$ cat src/rtl/prover_one_minus_sched.sv
// Batch scheduler that spreads a job of nElms one-minus operations over nUnits
// shared external units, one batch of up to nUnits elements at a time.
module prover_one_minus_sched #(
    parameter int nElms   = 5,
    parameter int nUnits  = 2,
    parameter int F_NBITS = 16
) (
    input  logic                        clk,
    input  logic                        rst,
    input  logic                        en,
    input  logic [nElms*F_NBITS-1:0]    a_in,
    output logic [nUnits-1:0]           unit_en,
    output logic [nUnits*F_NBITS-1:0]   unit_a,
    input  logic [nUnits-1:0]           unit_ready,
    input  logic [nUnits*F_NBITS-1:0]   unit_c,
    output logic [nElms*F_NBITS-1:0]    c_out,
    output logic                        ready,
    output logic                        done_pulse
);

    localparam int NBATCH = (nElms + nUnits - 1) / nUnits;
    localparam int BW     = (NBATCH > 1) ? $clog2(NBATCH) : 1;
    localparam int PADW   = NBATCH * nUnits * F_NBITS;

    typedef enum logic [1:0] {ST_IDLE, ST_ISSUE, ST_WAIT} state_t;

    state_t                     state_q, state_d;
    logic [BW-1:0]              batch_q, batch_d;
    logic                       en_dly_q;
    logic [nElms*F_NBITS-1:0]   op_q, op_d;
    logic [nElms*F_NBITS-1:0]   c_q, c_d;
    logic [PADW-1:0]            op_pad;
    logic [nUnits-1:0]          active;
    logic                       start;
    logic                       all_ready;
    logic                       last_batch;
    logic                       batch_write;

    assign start       = en & ~en_dly_q;
    // Zero padding lets the last, partial batch index past nElms safely.
    assign op_pad      = PADW'(op_q);
    assign all_ready   = &(unit_ready | ~active);
    assign last_batch  = (batch_q == BW'(NBATCH - 1));
    assign batch_write = (state_q == ST_WAIT) && all_ready;
    assign ready       = (state_q == ST_IDLE) & ~start;
    assign c_out       = c_q;

    for (genvar gi = 0; gi < nUnits; gi++) begin : g_unit
        logic [31:0] idx;
        assign idx          = 32'(batch_q) * 32'(nUnits) + 32'(gi);
        assign active[gi]   = (idx < 32'(nElms));
        assign unit_en[gi]  = (state_q == ST_ISSUE) && active[gi];
        assign unit_a[gi*F_NBITS +: F_NBITS] =
            ((state_q != ST_IDLE) && active[gi]) ? op_pad[idx*F_NBITS +: F_NBITS] : '0;
    end

    // Each element has a fixed (batch, unit) slot, so the write mux is static.
    for (genvar gi = 0; gi < nElms; gi++) begin : g_elm
        localparam int UNIT  = gi % nUnits;
        localparam int BATCH = gi / nUnits;
        assign c_d[gi*F_NBITS +: F_NBITS] =
            (batch_write && (batch_q == BW'(BATCH))) ? unit_c[UNIT*F_NBITS +: F_NBITS]
                                                     : c_q[gi*F_NBITS +: F_NBITS];
    end

    always_comb begin
        state_d    = state_q;
        batch_d    = batch_q;
        op_d       = op_q;
        done_pulse = 1'b0;
        case (state_q)
            ST_IDLE: begin
                if (start) begin
                    state_d = ST_ISSUE;
                    batch_d = '0;
                    op_d    = a_in;
                end
            end
            ST_ISSUE: begin
                state_d = ST_WAIT;
            end
            ST_WAIT: begin
                if (all_ready) begin
                    if (last_batch) begin
                        state_d    = ST_IDLE;
                        done_pulse = 1'b1;
                    end else begin
                        state_d = ST_ISSUE;
                        batch_d = batch_q + BW'(1);
                    end
                end
            end
            default: begin
                state_d = ST_IDLE;
            end
        endcase
    end

    // en_dly resets high so an en already high at reset release is not an edge.
    always_ff @(posedge clk) begin
        if (rst) begin
            state_q  <= ST_IDLE;
            batch_q  <= '0;
            en_dly_q <= 1'b1;
            op_q     <= '0;
            c_q      <= '0;
        end else begin
            state_q  <= state_d;
            batch_q  <= batch_d;
            en_dly_q <= en;
            op_q     <= op_d;
            c_q      <= c_d;
        end
    end

endmodule

$ cat config.mk
export PLATFORM = sky130hd
export DESIGN_NAME = prover_one_minus_sched
export DESIGN_NICKNAME = d
export VERILOG_FILES = /design/src/rtl/prover_one_minus_sched.sv
export SDC_FILE = /design/constraint.sdc
export NUM_CORES = 1
export LEC_CHECK = 0
export ABC_AREA = 1
export CORE_MARGIN = 2
export CORE_UTILIZATION = 35
export DETAILED_ROUTE_END_ITERATION = 10
export GPL_TIMING_DRIVEN = 0
export PLACE_DENSITY = 0.6
export SLEW_MARGIN = 20
export SYNTH_ARGS = -nofsm -noshare
export SYNTH_HDL_FRONTEND = slang
export SYNTH_SLANG_ARGS = --single-unit
$ cat constraint.sdc
create_clock -name clk -period 2.9 [get_ports clk]
set_clock_uncertainty 0.05 [all_clocks]
set_input_delay 0.435 -clock clk [delete_from_list [all_inputs] [get_ports clk]]
set_output_delay 0.435 -clock clk [all_outputs]
set_load 0.01 [all_outputs]
==> results of run 1 <==
==> per-stage QoR <==
step,utilization (%),instances,setup WS [ns],power [mW]
3_3_place_gp,48.6,1585,-0.366,3.10
3_5_place_dp,48.6,1585,-0.393,3.11
4_1_cts,51.7,1617,-0.0564,5.46
5_1_grt,51.9,1617,0.00590,5.63
2_1_floorplan,-,1083,0.728,2.76
6_report,51.9,1617,0.0799,5.42
==> cell usage after synthesis <==
master and instances:
clkbuf_1 32, nand3_4 2, inv_1 104, ha_1 4
nand4_1 16, dfxtp_1 165, a21oi_1 19, nor2_8 1
buf_6 1, clkinv_1 1, inv_2 2, buf_1 5
nand2_1 222, nor2_1 362, nor2_4 2, nand3_1 18
nand2_2 2, buf_4 2, o21ai_0 96, buf_2 26
nor2_2 1
==> worst reg2reg max path, stage by stage, from the launching register on <==
cell and delay (ns):
dfxtp_1 0.33, clkbuf_4 0.18, inv_2 0.11, buf_6 0.17
ha_4 0.20, clkbuf_1 0.36, nand4_1 0.15, nand2_1 0.09
nor2_1 0.05
==> final cells by class <==
type	count	area share [%]
tap	270	3.24
sequential	165	31.7
multi-input combinational	745	30.0
clock buffer	18	4.12
timing repair buffer	233	22.4
buffer	65	3.05
inverter	107	3.85
clock inverter	14	1.68
==> worst paths after layout <==
kind / startpoint / end
worst max-delay path: batch_q[0] / unit_a[3]
worst min-delay path: c_out[69] / c_out[69]
worst max register to register: batch_q[0] / c_out[75]
worst min register to register: c_out[69] / c_out[69]
==> registers in the layout, summed over array words and instances, names as in the netlist <==
| register | cells |
|---|---|
| batch_q | 2 |
| c_out | 80 |
| op_q | 80 |
| state_q | 2 |
| en_dly_q | 1 |
==> metal layers <==
metal | track usage (%) | vias to the layer above | share of wire (%)
met5 | 0 | - | 0
met4 | 6.36 | 0 | 1.4
met3 | 4.31 | 19 | 6.2
met2 | 33.5 | 217 | 45
met1 | 27.5 | 3143 | 48
li1 | - | 3788 | -
==> power breakdown <==
part / leakage [nW] / internal [mW] / switching, mW / total [mW]
clock: 0.288 / 1.37 / 0.987 / 2.35
sequential: 1.34 / 2.34 / 0.0392 / 2.38
combinational: 3.09 / 0.315 / 0.369 / 0.684
total: 4.71 / 4.02 / 1.40 / 5.42
==> cell families after synthesis <==
| family | after synthesis |
|---|---|
| compound gates | 115 |
| fa+ha+maj | 4 |
| buf+inv | 173 |
| flops | 165 |
| simple gates | 626 |
==> repair_timing <==
item,4_1_cts,5_1_grt
resized for setup,7,27
endpoints found under the setup margin,30,32
setup buffers,1,0
pin swaps,1,0
==> reports/qor.csv, run 1 <==
stage,metric,value,unit
worst_setup_path,crit_type,reg2out,
detailed_routing,wire_per_inst,13.6,um
yosys,synthTopCellsByArea,"dfxtp_1, nor2_1, nand2_1",
detailed_routing,post-route-drc-count,0,
detailed_routing,vias,7167,
sta,finalHoldViolCount,0,
worst_setup_path,r2r_cells,8,
yosys,yosys_warnings,0,
clock_tree,path_clk_slew,0.06,ns
yosys,synth_compound_area_share,8.10,%
clock_tree,hold_buffers,0,
global_routing,antenna_found_initial,0,
worst_setup_path,cp-start-kind,flip-flop,
yosys,syn_area_per_cell,6.56,um2
clock_tree,clock_latency,0.42,ns
worst_setup_path,slowest_stage,clkdlybuf4s50_1,
worst_setup_path,cp.required,2.41,ns
worst_setup_path,cp_common_cell,nor2_1,
final_layout,final_area,10400,um2
clock_tree,numClockSinks,165,
final_layout,mostFrequentLayoutCell,nor2_1,
detailed_routing,wl,22.0,mm
yosys,synth_mux_area_share,0,%
detailed_routing,viasPerCell,4.43,
placement,post_dp_cell_area,9760,um2
worst_setup_path,reg2reg_slack,1.11,ns
floorplanning,dieArea,21500,um2
detailed_routing,ant_nets,0,
worst_setup_path,crit_chain,clkbuf_4 -> buf_4 -> nor2_1 -> nor2_1 -> o21ai_0 -> a21oi_1 -> clkdlybuf4s50_1,
global_routing,grt_max_degree,17,
global_routing,grt_overflow,0,
clock_tree,cts_tree,done,
sta,finalCriticalPeriod,2.82,ns
clock_tree,cts.path.max_buffers,2,
final_layout,drive_above_1_share,6.31,%
clock_tree,htreeDepth,4,
yosys,synth_top_area_share,46.5,%
yosys,seq_area_frac_synth,46.5,%
sta,setup_viol,0,
final_layout,diodes,0,
worst_setup_path,worstPathMaxFanout,10,
yosys,netlist_area,7100,um2
global_routing,grt_pass1_wl,35.0,mm
final_layout,areaGrowthSynthToFinish,46.8,%
clock_tree,cts_made_buffers,17,
detailed_routing,drt_iter0_drc,337,
floorplanning,start_util,35.3,%
final_layout,fin_nets,1455,
sta,finalCritPeriodShare,97.2,%
sta,rsz0062_at_grt,no,
pwr,peakVddDrop,0.371,mV
placement,finalWeightedCongestion,0.812,
yosys,synth_top_family_by_area,simple AND/OR/NAND/NOR gates,
yosys,netlist_instances,1083,
sta,timing.fmax,355,MHz
yosys,synth_adder_area_share,0.704,%
outcome,outcome,finished clean,
clock_tree,clock-root-buffer,clkbuf_16,
floorplanning,rows,52,
sta,tightest_slew,0.524,ns
global_routing,gr-usage-all-layers,20.6,%
final_layout,fillers,2043,
yosys,yosys.area_share.xor_xnor,0,%
worst_setup_path,cp_top_family,buffers and inverters,
detailed_routing,drt-pass1-iter-count,4,
yosys,synth_fp_nets,1204,
yosys,yosysUniqueCellTypes,21,
yosys,yosys.area_share.simple,34.9,%
worst_setup_path,path_buf_inv,3,
final_layout,multi_input_area,3130,um2
worst_setup_path,worst_setup_path_end_kind,output port,
final_layout,final_cell_mix,"nor2_1, clkdlybuf4s50_1, nand2_1",
placement,dp.final_hpwl,16.6,mm
worst_setup_path,crit_cells,7,
sta,whs,0.424,ns
pwr,p_leak,4.71,nW
sta,relSlewSlack,65.1,%
hold_path,hold_class,reg2reg,
yosys,synth_area_leader_cell,dfxtp_1,
worst_setup_path,critPathMaxStageDelay,0.57,ns
sta,setup_tns,0,ns
sta,slew_viol_final,0,
placement,portBuffers,232,
run,drv_cap,0,
floorplanning,fp.coreArea,20100,um2
pwr,pwr_density_cell,520,nW/um2
floorplanning,ios,233,
floorplanning,die_width,146,um
hold_path,min_path_cells,2,
final_layout,regArea,3300,um2
yosys,ys_ff_latch,165,
global_routing,grt_pass1_vias,6731,
floorplanning,die_h,146,um
worst_setup_path,worstPathArrival,2.34,ns
Power figures use the tool's default switching activity.
==> run 2: changes to the inputs <==
- CAP_MARGIN: not set -> 10
- REMOVE_ABC_BUFFERS: not set -> 1
==> reports/qor.csv, run 2 (same netlist as run 1, synthesis figures left out) <==
stage,metric,value,unit,change
detailed_routing,wl,20.1,mm,was 22.0 mm
clock_tree,path_clk_slew,0.06,ns,about the same
clock_tree,cts.path.max_buffers,2,,unchanged
floorplanning,start_util,35.3,%,unchanged
floorplanning,fp.coreArea,20100,um2,unchanged
clock_tree,hold_buffers,0,,unchanged
pwr,p_leak,4.52,nW,was 4.71 nW
clock_tree,clock-root-buffer,clkbuf_16,,unchanged
worst_setup_path,worstPathMaxFanout,16,,was 10
final_layout,mostFrequentLayoutCell,nor2_1,,unchanged
hold_path,hold_class,reg2reg,,unchanged
final_layout,fin_nets,1397,,was 1455
worst_setup_path,r2r_start,state_q[0],,was batch_q[0]
placement,finalWeightedCongestion,0.760,,was 0.812
worst_setup_path,critPathMaxStageDelay,0.59,ns,was 0.57 ns
sta,slew_viol_final,0,,unchanged
sta,tightest_slew,0.858,ns,was 0.524 ns
detailed_routing,post-route-drc-count,0,,unchanged
worst_setup_path,setup.worst_path.start,batch_q[1],,was batch_q[0]
final_layout,drive_above_1_share,4.19,%,was 6.31%
clock_tree,clock_latency,0.42,ns,about the same
global_routing,grt_max_degree,96,,was 17
clock_tree,cts_tree,done,,unchanged
sta,finalHoldViolCount,0,,unchanged
sta,finalCriticalPeriod,2.73,ns,was 2.82 ns
pwr,peakVddDrop,0.345,mV,was 0.371 mV
placement,dp.final_hpwl,12.7,mm,was 16.6 mm
sta,timing.fmax,366,MHz,was 355 MHz
worst_setup_path,worstPathArrival,2.25,ns,was 2.34 ns
global_routing,grt_pass1_wl,32.4,mm,was 35.0 mm
detailed_routing,drt_iter0_drc,313,,was 337
final_layout,final_cell_mix,"nor2_1, clkdlybuf4s50_1, nand2_1",,unchanged
global_routing,grt_overflow,0,,unchanged
floorplanning,die_width,146,um,unchanged
hold_path,hold_start,c_out[64],,was c_out[69]
final_layout,regArea,3310,um2,was 3300 um2
floorplanning,dieArea,21500,um2,unchanged
worst_setup_path,cp_top_family,buffers and inverters,,unchanged
worst_setup_path,slowest_stage,clkdlybuf4s50_1,,unchanged
sta,finalCritPeriodShare,94.2,%,was 97.2%
pwr,total_power,5.22,mW,was 5.42 mW
run,drv_cap,0,,unchanged
placement,portBuffers,232,,unchanged
floorplanning,rows,52,,unchanged
floorplanning,die_h,146,um,unchanged
floorplanning,ios,233,,unchanged
clock_tree,numClockSinks,165,,unchanged
worst_setup_path,path_buf_inv,2,,was 3
worst_setup_path,worst_setup_path_end_kind,output port,,unchanged
sta,setup_viol,0,,unchanged
outcome,outcome,finished clean,,unchanged
worst_setup_path,cp.required,2.41,ns,about the same
pwr,pwr_density_cell,512,nW/um2,was 520 nW/um2
final_layout,areaGrowthSynthToFinish,43.4,%,was 46.8%
final_layout,multi_input_area,3130,um2,about the same
global_routing,antenna_found_initial,0,,unchanged
worst_setup_path,cp-start-kind,flip-flop,,unchanged
worst_setup_path,crit_chain,ha_1 -> inv_1 -> nand2_2 -> a21oi_1 -> clkdlybuf4s50_1,,was clkbuf_4 -> buf_4 -> nor2_1 -> nor2_1 -> o21ai_0 -> a21oi_1 -> clkdlybuf4s50_1
global_routing,grt_pass1_vias,6274,,was 6731
detailed_routing,vias,6868,,was 7167
clock_tree,htreeDepth,4,,unchanged
detailed_routing,ant_nets,0,,unchanged
clock_tree,cts_made_buffers,17,,unchanged
detailed_routing,drt-pass1-iter-count,4,,unchanged
worst_setup_path,crit_type,reg2out,,unchanged
global_routing,gr-usage-all-layers,18.7,%,was 20.6%
sta,rsz0062_at_grt,no,,unchanged
sta,setup_tns,0,ns,unchanged
final_layout,fillers,2075,,was 2043
detailed_routing,wire_per_inst,12.9,um,was 13.6 um
final_layout,diodes,0,,unchanged
detailed_routing,viasPerCell,4.41,,was 4.43
sta,relSlewSlack,42.8,%,was 65.1%
## run 2: cell type report
type,count,share of cell area (%)
Clock buffer,20,4.38
Clock inverter,12,1.18
Inverter,107,4.14
Multi-Input combinational cell,745,30.7
Sequential cell,165,32.4
Tap cell,270,3.31
Timing Repair Buffer,240,23.8
## run 2: worst reg2reg max path: stages, from the launching register on
cell and delay [ns]:
dfxtp_1 0.34, nor2_1 0.33, nand2_4 0.48, inv_4 0.86, nor2_1 0.12, nor2_1 0.14
## run 2: final timing paths
| check | to | slack, ns | cells after the start |
|---|---|---|---|
| worst max-delay path | unit_a[12] | 0.17 | 5 |
| worst min-delay path | c_out[64] | 0.42 | 2 |
| worst max register to register | op_q[50] | 0.53 | 5 |
| worst min register to register | c_out[64] | 0.42 | 2 |
## run 2: power breakdown
group / internal (mW) / leakage [nW] / total [mW] / switching, mW
clock network: 1.22 / 0.260 / 2.19 / 0.976
logic: 0.306 / 2.92 / 0.641 / 0.335
registers: 2.34 / 1.34 / 2.39 / 0.0414
total: 3.87 / 4.52 / 5.22 / 1.35
## run 2: stage by stage
stage	setup WS, ns	util [%]	instances	hold WS [ns]	instance area, um2
after floorplan	-0.104	-	1017	0.400	6810
after global routing	0.0536	50.7	1559	0.432	10200
final	0.169	50.7	1559	0.417	10200
after detailed placement	-0.901	47.5	1522	0.406	9550
after CTS	0.0314	50.5	1555	0.421	10200
after global placement	-2.76	47.1	1519	0.399	9470
## run 2: repair_timing
action	in CTS	in global routing
gates resized for setup	7	1
setup endpoints to repair	49	2
setup buffers	1	4
pin swaps	1	2
## run 2: routing by layer
layer	routed length [um]	vias up	share of wire, %	GRT usage (%)
met1	9090	3044	45	22.9
li1	-	3664	-	-
met2	9870	136	49	32.4
met3	710	24	3.5	3.69
met4	450	0	2.2	7.48
met5	0	-	0	0
